[src/rtl/signed_ops_pkg.sv]
// signed_ops_pkg: mode encodings and sign-extension helper shared by signed counters
package signed_ops_pkg;
  localparam int MODE_HOLD = 0;
  localparam int MODE_SAT  = 1;
  localparam int MODE_WRAP = 2;
  function automatic logic signed [31:0] sext(input logic [31:0] v, input int w);
    return signed'(v << (32 - w)) >>> (32 - w);
  endfunction
endpackage

[src/rtl/range_resolve.sv]
// range_resolve: maps a widened candidate value onto the legal range according to the overflow policy
module range_resolve import signed_ops_pkg::*; #(
  parameter int WIDTH = 8,
  parameter int HI    = 2**(WIDTH-1)-1,
  parameter int LO    = -(2**(WIDTH-1)-1),
  parameter int MODE  = MODE_HOLD
) (
  input  logic signed [WIDTH+1:0] t,
  input  logic signed [WIDTH+1:0] qx,
  input  logic signed [WIDTH+1:0] b,
  input  logic                    is_load,
  output logic signed [WIDTH-1:0] nq,
  output logic                    oor
);
  localparam logic signed [WIDTH+1:0] H = (WIDTH+2)'(HI);
  localparam logic signed [WIDTH+1:0] L = (WIDTH+2)'(LO);
  localparam logic signed [WIDTH+1:0] S = (WIDTH+2)'(HI - LO + 1);
  logic signed [WIDTH+1:0] clamp, wrapped, bm, r;
  logic above, below, big;
  assign above   = t > H;
  assign below   = t < L;
  assign oor     = above | below;
  assign clamp   = above ? H : L;
  assign wrapped = above ? t - S : t + S;
  assign bm      = b < 0 ? -b : b;
  assign big     = bm > H - L;
  // A step too large to wrap once is treated as HOLD; failed loads fall back to zero outside SAT
  always_comb r = !oor ? t :
                  MODE == MODE_SAT ? clamp :
                  is_load ? '0 :
                  (MODE == MODE_WRAP && !big) ? wrapped : qx;
  assign nq = WIDTH'(r);
endmodule

[src/rtl/sat_updown_counter.sv]
// sat_updown_counter: signed up/down counter with bounded range, overflow policy and sticky overflow
module sat_updown_counter import signed_ops_pkg::*; #(
  parameter int WIDTH = 8,
  parameter int HI    = 2**(WIDTH-1)-1,
  parameter int LO    = -(2**(WIDTH-1)-1),
  parameter int MODE  = MODE_HOLD
) (
  input  logic                    clk,
  input  logic                    rst_n,
  input  logic                    ld,
  input  logic signed [WIDTH-1:0] a,
  input  logic signed [WIDTH-1:0] b,
  input  logic                    up,
  input  logic                    dn,
  input  logic                    clr_ovf,
  output logic signed [WIDTH-1:0] q,
  output logic                    at_hi,
  output logic                    at_lo,
  output logic                    ovf,
  output logic                    evt
);
  logic signed [WIDTH+1:0] qx, ax, bx, t;
  logic signed [WIDTH-1:0] nq;
  logic act, oor;
  assign qx = (WIDTH+2)'(sext(32'(unsigned'(q)), WIDTH));
  assign ax = (WIDTH+2)'(sext(32'(unsigned'(a)), WIDTH));
  assign bx = (WIDTH+2)'(sext(32'(unsigned'(b)), WIDTH));
  assign act = ld | up | dn;
  // Priority mux: load beats up beats down; widened so the range check never sees a native wrap
  always_comb t = ld ? ax : up ? qx + bx : qx - bx;
  range_resolve #(.WIDTH(WIDTH), .HI(HI), .LO(LO), .MODE(MODE)) u_res (
    .t(t), .qx(qx), .b(bx), .is_load(ld), .nq(nq), .oor(oor)
  );
  assign at_hi = q == (WIDTH)'(HI);
  assign at_lo = q == (WIDTH)'(LO);
  // Count register, event pulse and sticky flag where a new overflow outranks a clear
  always_ff @(posedge clk or negedge rst_n)
    if (!rst_n) begin
      q   <= '0;
      ovf <= 1'b0;
      evt <= 1'b0;
    end else begin
      if (act) q <= nq;
      evt <= act & oor;
      ovf <= (act & oor) | (ovf & ~clr_ovf);
    end
endmodule

[config.mk]
export PLATFORM = sky130hd
export DESIGN_NAME = sat_updown_counter
export DESIGN_NICKNAME = d
export VERILOG_FILES = /design/src/rtl/signed_ops_pkg.sv /design/src/rtl/range_resolve.sv /design/src/rtl/sat_updown_counter.sv
export SDC_FILE = /design/constraint.sdc
export NUM_CORES = 1
export LEC_CHECK = 0
export CORE_MARGIN = 2
export CORE_UTILIZATION = 56
export CTS_BUF_LIST = sky130_fd_sc_hd__clkbuf_8
export DETAILED_ROUTE_END_ITERATION = 6
export PLACE_DENSITY = 0.89
export SKIP_LAST_GASP = 1
export SLEW_MARGIN = 20
export SYNTH_ARGS = -nofsm -noshare
export SYNTH_HDL_FRONTEND = slang
export SYNTH_SLANG_ARGS = --single-unit
[constraint.sdc]
create_clock -name clk -period 4.8 [get_ports clk]
set_input_delay 0.48 -clock clk [delete_from_list [all_inputs] [get_ports clk]]
set_output_delay 0.48 -clock clk [all_outputs]
set_load 0.01 [all_outputs]
==> results of run 1 <==
==> power by group through the flow <==
stage                     Clock [W]  Combinational (W)  Sequential, W
after detailed placement          0           0.000797       0.000192
after global routing       0.000112           0.000887       0.000196
after CTS                  0.000108           0.000805       0.000191
after global placement            0           0.000772       0.000190
after floorplan                   0           0.000563       0.000189
final                      0.000105           0.000814       0.000192
==> cell usage in the layout, fill, tap and decap left out, types with 2 or more instances in the layout <==
cell type,count
sky130_fd_sc_hd__nand2_1,15
sky130_fd_sc_hd__o21a_1,4
sky130_fd_sc_hd__inv_1,15
sky130_fd_sc_hd__nand4_1,4
sky130_fd_sc_hd__a31oi_1,4
sky130_fd_sc_hd__a32oi_1,5
sky130_fd_sc_hd__xnor2_1,3
sky130_fd_sc_hd__clkdlybuf4s50_1,33
sky130_fd_sc_hd__nand2b_1,2
sky130_fd_sc_hd__xor2_1,8
sky130_fd_sc_hd__o221ai_1,7
sky130_fd_sc_hd__o21ai_0,7
sky130_fd_sc_hd__nor2b_1,2
sky130_fd_sc_hd__nor2_1,17
sky130_fd_sc_hd__nor4_1,3
sky130_fd_sc_hd__a21o_1,2
sky130_fd_sc_hd__nor3_1,5
sky130_fd_sc_hd__nand3_1,3
sky130_fd_sc_hd__dfrtp_1,10
sky130_fd_sc_hd__a21oi_1,10
sky130_fd_sc_hd__mux2_2,3
sky130_fd_sc_hd__ha_1,13
sky130_fd_sc_hd__and2_1,3
sky130_fd_sc_hd__a211oi_2,2
sky130_fd_sc_hd__clkbuf_8,4
==> state kept, by name, indices dropped and copies added, names as in the netlist <==
signal and cells:
evt 1, q 8, ovf 1
==> worst max-delay path by stage <==
stage | from | to | slack, ns | cells past startpoint
finish | b[0] | q[4] | 0.89 | 12
global route | b[0] | q[3] | 0.66 | 14
CTS | b[0] | q[4] | 0.91 | 12
detailed placement | b[0] | q[3] | 0.66 | 12
global placement | b[0] | q[1] | 0.77 | 12
floorplan | b[0] | q[2] | 1.48 | 11
==> metrics by stage <==
| stage | power [W] | hold WS [ns] | utilization [%] |
|---|---|---|---|
| after global placement | 0.000961 | 0.499 | 72.1 |
| after global routing | 0.00120 | 0.511 | 74.4 |
| after detailed placement | 0.000989 | 0.498 | 72.1 |
| final | 0.00111 | 0.508 | 74.4 |
| after floorplan | 0.000753 | 0.184 | - |
| after CTS | 0.00110 | 0.505 | 74.4 |
==> metal layers <==
metal | GRT usage (%) | up-vias | wire (um)
li1 | - | 741 | -
met1 | 35.3 | 703 | 1690
met2 | 49.0 | 56 | 1920
met3 | 1.09 | 14 | 218
met4 | 17.1 | 0 | 122
met5 | 0 | - | 0
==> worst max-delay path, cell delays in order <==
cell and delay [ns]:
sky130_fd_sc_hd__clkdlybuf4s50_1 0.53, sky130_fd_sc_hd__inv_1 0.06, sky130_fd_sc_hd__ha_1 0.29, sky130_fd_sc_hd__mux2_2 0.29
sky130_fd_sc_hd__fa_1 0.45, sky130_fd_sc_hd__a211oi_2 0.38, sky130_fd_sc_hd__o21ai_2 0.14, sky130_fd_sc_hd__a41oi_2 0.22
sky130_fd_sc_hd__xor2_1 0.13, sky130_fd_sc_hd__or4_4 0.57, sky130_fd_sc_hd__o221ai_4 0.30, sky130_fd_sc_hd__o221ai_1 0.16
==> cell type report <==
type	instances	area [sq um]
Multi-Input combinational cell	147	1070
Inverter	15	56.3
Tap cell	30	37.5
Fill cell	195	623
Clock buffer	4	55.1
Timing Repair Buffer	34	338
Sequential cell	10	250
==> logic make-up after synthesis <==
family | Yosys count | synth area share [%]
compound gates | 56 | 30.8
xor+xnor | 11 | 6.81
fa+ha+maj | 14 | 12.9
buf+inv | 20 | 6.46
flops | 10 | 17.7
mux | 4 | 3.10
simple gates | 62 | 22.2
==> summary.txt, run 1 <==
final instance area: 1810 sq um
floorplan row count: 18
pre-CTS WS: 0.663 ns
CTS max path bufs: 2
most frequent cell after synthesis: sky130_fd_sc_hd__nor2_1
Area contributors post-synth: sky130_fd_sc_hd__dfrtp_1 (18%), sky130_fd_sc_hd__ha_1 (12%), sky130_fd_sc_hd__xor2_1 (5.0%), sky130_fd_sc_hd__nor2_1 (4.5%), sky130_fd_sc_hd__o221ai_1 (4.3%)
initial antenna violation count: 0
total negative setup slack: 0 ns
area share of the largest cell type after synthesis: 17.7%
part of the total power dissipated in sequential elements: 17.3%
setup slack of the most critical reg-to-reg path: 1.68 ns
Max Slew Vio Count: 0
Total Nets Final: 247
leading post-synthesis cells by instance count: sky130_fd_sc_hd__nor2_1 (17), sky130_fd_sc_hd__inv_1 (15), sky130_fd_sc_hd__nand2_1 (15)
net count after synthesis: 213
combinational share of power: 73.2%
peak supply drop: 0.552 mV
wire length of the first global-routing pass: 6000 um
logic depth of the worst register-to-register path: 9
DRC violation total after the first TritonRoute iteration: 51
switching power: 0.000546 W
count of flip-flops with a built-in enable after synthesis: 0
critical path required time: 4.89 ns
number of cells produced by synthesis: 177
warnings from Yosys: 0
clock slew at reported path FFs: 0.05 ns
end point of the worst hold path: ovf
combined global-route utilization of all metal layers: 28.5%
sinks on the clock net: 10
Vias: 1,514
H-tree lvl count: 1
number of global-route vias before repair: 1,421
worst hold path type: reg2reg
critical register-to-register path endpoint: q[4]
worst-case headroom to the max-slew limit: 62.5%
antenna cells: 0
portion of the clock cycle consumed by the worst path in the final layout: 81.5%
number of cells traversed by the worst hold path: 1
shortest period the worst path allows: 3.91 ns
IO Pins: 34
setup clock skew after layout: 0.00464 ns
die outline area: 2940 sq um
total setup buffers inserted after CTS: 0
pwr dens: 614 nW/um^2
proportion of synthesized flip-flops having asynchronous set or reset: 100%
kind of critical path: in2reg
post-synthesis area per instance: 7.99 sq um
DRC violation count after routing: 0
DIE WIDTH: 54.2 um
Worst Setup Slack, final: 0.888 ns
netlist area before placement: 1410 sq um
dominant synthesized flop cell: sky130_fd_sc_hd__dfrtp_1
cells resized by post-CTS repair: 0
synth unique cells: 52
number of clock buffers inserted by TritonCTS: 3
total placed instance area: 1750 sq um
internal portion of total power: 0.000566 W
Synth area leader: sky130_fd_sc_hd__dfrtp_1
pin count of the biggest net entering global routing: 15
type of element launching the critical path: input port
routed length per instance: 16.5 um
number of nets with antenna violations after detailed routing: 0
total global routing overflow: 0
HPWL after DPL: 3220 um
final hold viol count: 0
Die H: 54.2 um
FMAX: 0.256 GHz
buffer type at the clock tree root: sky130_fd_sc_hd__clkbuf_8
origin of the worst min-delay path: ovf
first drt pass iteration count: 4
clock insertion delay at the later pin of the skew report: 0.24 ns
total wire length after detailed routing: 3950 um
RSZ-0062 raised after global routing: false
final non-filler cell total: 240
endpoint kind of the worst setup timing path: register
maximum capacitance violations: 0
CTS tree: yes
via count normalized by instance count: 6.31
layout overhead on the synthesized area: 28.0%
routability-driven placement congestion ratio: 0.916
arrival time worst endpoint: 4.00 ns
Leakage Power: 0.763 nW
final setup vio count: 0
sw frac: 49.1%
CTS Hold Bufs: 0
effective utilization at floorplan: 58.1%
Crit Path Max Fanout: 8
floorplan core area: 2430 sq um
result of the run: finished, final reports clean
sequential-to-total area share from yosys stat: 17.7%
count of port buffers added during placement: 33
Clk pwr share: 9.5%
FF+latch count, synth: 10
placed insts: 236
Worst Max-Slew Pin Slew: 0.554 ns
share of final-layout standard cells stronger than drive strength 1: 8.57%
critical register-to-register path startpoint: q[0]
(Power assumes the default switching activity.)
==> inputs of run 2 (changes only) <==
CORE_UTILIZATION = 52   (was 56)
PLACE_DENSITY = 0.83   (was 0.89)
clock period = 3.8 ns   (was 4.8 ns; I/O delays follow)
==> run 2 against run 1 <==
Clock power hardly changed; critical path type unchanged; hold slack got worse by 0.046 ns; clock-buffer cell count fell by 1; largest cell class unchanged; power grew 28%; flip-flop and latch count stayed put; largest power group unchanged; clock skew decreased by 0.0036 ns; final cell count grew 2.5%; final area rose by 2.3%.
==> summary.txt, run 2 (synthesis gave the netlist of run 1 again) <==
Vias: 1,548 (+2.2%)
endpoint kind of the worst setup timing path: register
combined global-route utilization of all metal layers: 25.1% (-3.5 points)
first drt pass iteration count: 4 (unchanged)
initial antenna violation count: 0 (unchanged)
HPWL after DPL: 3100 um (-3.9%)
placed insts: 243 (+3.0%)
total wire length after detailed routing: 3810 um (-3.5%)
H-tree lvl count: 1 (unchanged)
FMAX: 0.275 GHz
final setup vio count: 0 (unchanged)
result of the run: finished, final reports clean
max reg flops: 8 (unchanged)
Max Slew Vio Count: 0 (unchanged)
share of final-layout standard cells stronger than drive strength 1: 11.6% (+3.0 points)
DRC violation count after routing: 0 (unchanged)
effective utilization at floorplan: 56.1% (-2.1 points)
sinks on the clock net: 10 (unchanged)
Total Nets Final: 254 (+2.8%)
layout overhead on the synthesized area: 30.9%
number of global-route vias before repair: 1,422 (+0.070%)
worst-case headroom to the max-slew limit: 63.5% (+0.96 points)
IO Pins: 34 (unchanged)
number of nets with antenna violations after detailed routing: 0 (unchanged)
CTS Hold Bufs: 0 (unchanged)
routed length per instance: 15.5 um (-5.8%)
Die H: 56.1 um (+3.5%)
count of port buffers added during placement: 33 (unchanged)
DRC violation total after the first TritonRoute iteration: 78 (+53%)
number of clock buffers inserted by TritonCTS: 3 (unchanged)
type of element launching the critical path: input port
final total power: 0.00142 W (+28%)
CTS tree: yes
clock slew at reported path FFs: 0.05 ns (about the same)
floorplan core area: 2520 sq um (+3.7%)
RSZ-0062 raised after global routing: false
largest registers in the final layout: q (8), evt (1), ovf (1)
shortest period the worst path allows: 3.64 ns
antenna cells: 0 (unchanged)
die outline area: 3150 sq um (+7.1%)
peak supply drop: 0.625 mV (+13%)
final hold viol count: 0 (unchanged)
setup clock skew after layout: 0.00101 ns (-0.00363 ns)
worst hold margin: 0.462 ns (-0.0456 ns)
clock insertion delay at the later pin of the skew report: 0.23 ns (about the same)
pin count of the biggest net entering global routing: 15 (unchanged)
portion of the clock cycle consumed by the worst path in the final layout: 95.8%
Largest Register: q
worst hold path type: in2async
floorplan row count: 18 (unchanged)
kind of critical path: in2reg
Leakage Power: 0.790 nW (+3.6%)
DIE WIDTH: 56.1 um (+3.5%)
arrival time worst endpoint: 3.73 ns (-0.27 ns)
via count normalized by instance count: 6.29 (-0.25%)
pwr dens: 769 nW/um^2 (+25%)
pre-CTS WS: -0.0596 ns (-0.723 ns)
total global routing overflow: 0 (unchanged)
CTS max path bufs: 2 (unchanged)
routability-driven placement congestion ratio: 0.834 (-8.9%)
most used cells in the layout excluding fill and tap cells: sky130_fd_sc_hd__clkdlybuf4s50_1 (33), sky130_fd_sc_hd__nor2_1 (17), sky130_fd_sc_hd__inv_1 (15), sky130_fd_sc_hd__nand2_1 (15), sky130_fd_sc_hd__ha_1 (13)
Worst Setup Slack, final: 0.160 ns (-0.728 ns)
final non-filler cell total: 246 (+2.5%)
wire length of the first global-routing pass: 6400 um (+6.5%)
commonest non-fill, non-tap cell in the layout: sky130_fd_sc_hd__clkdlybuf4s50_1
critical path required time: 3.89 ns (-1.00 ns)
Worst Max-Slew Pin Slew: 0.540 ns (-0.0142 ns)
buffer type at the clock tree root: sky130_fd_sc_hd__clkbuf_8
maximum capacitance violations: 0 (unchanged)
Crit Path Max Fanout: 8 (unchanged)
-- run 2: cell types whose count changed in the layout (fill, tap and decap cells not counted) --
cell / previous run / this run
sky130_fd_sc_hd__nand2b_1: 2 / 1
sky130_fd_sc_hd__nand2b_2: 0 / 1
sky130_fd_sc_hd__clkbuf_8: 4 / 3
sky130_fd_sc_hd__buf_4: 1 / 8
-- run 2: layout make-up --
type	count	area, sq um
multi-input cells	147	1070
fillers	204	672
inverters	15	56.3
well taps	30	37.5
clock buffers	3	41.3
repair buffers	41	390
flip-flops and latches	10	250
-- run 2: critical path: stages --
cell and delay, ns:
sky130_fd_sc_hd__clkdlybuf4s50_1 0.48, sky130_fd_sc_hd__inv_1 0.05, sky130_fd_sc_hd__ha_1 0.30, sky130_fd_sc_hd__mux2_2 0.29, sky130_fd_sc_hd__fa_1 0.45, sky130_fd_sc_hd__a211oi_2 0.31
sky130_fd_sc_hd__o21ai_2 0.13, sky130_fd_sc_hd__a41oi_2 0.22, sky130_fd_sc_hd__xor2_1 0.11, sky130_fd_sc_hd__or4_4 0.56, sky130_fd_sc_hd__o221ai_4 0.29, sky130_fd_sc_hd__o221ai_1 0.17
-- run 2: per-layer routing --
| layer | vias to the layer above | wire (um) | track usage (%) |
|---|---|---|---|
| met5 | - | 0 | 0 |
| met4 | 0 | 63 | 5.78 |
| met3 | 6 | 189 | 5.12 |
| met2 | 53 | 1870 | 43.0 |
| met1 | 739 | 1690 | 32.1 |
| li1 | 750 | - | - |
-- run 2: path summary, 6_finish.rpt --
kind	from	to	slack (ns)	depth (start not counted)
max	b[0]	q[1]	0.16	12
min	rst_n	q[4]	0.46	1
max reg2reg	q[0]	q[1]	0.80	9
min reg2reg	ovf	ovf	0.52	1
max in group asynchronous	rst_n	q[5]	3.03	1
min in group clk	ovf	ovf	0.52	1
-- run 2: what timing repair did --
item,CTS,global route
resized for setup,0,1
setup buffers,0,0
setup endpoints to repair,0,6
-- run 2: where the power goes --
group | switching (W) | leakage (nW) | internal (W)
combinational | 0.000578 | 0.649 | 0.000499
sequential | 0.0000762 | 0.120 | 0.000162
clock | 0.0000386 | 0.0216 | 0.0000691
total | 0.000692 | 0.790 | 0.000730
-- run 2: metrics by stage --
step / cell area, sq um / util [%] / TNS (ns)
floorplan: 1410 / - / 0
global placement: 1810 / 71.6 / 0
detailed placement: 1810 / 71.6 / -0.269
CTS: 1850 / 73.3 / 0
global route: 1850 / 73.4 / 0
finish: 1850 / 73.4 / 0
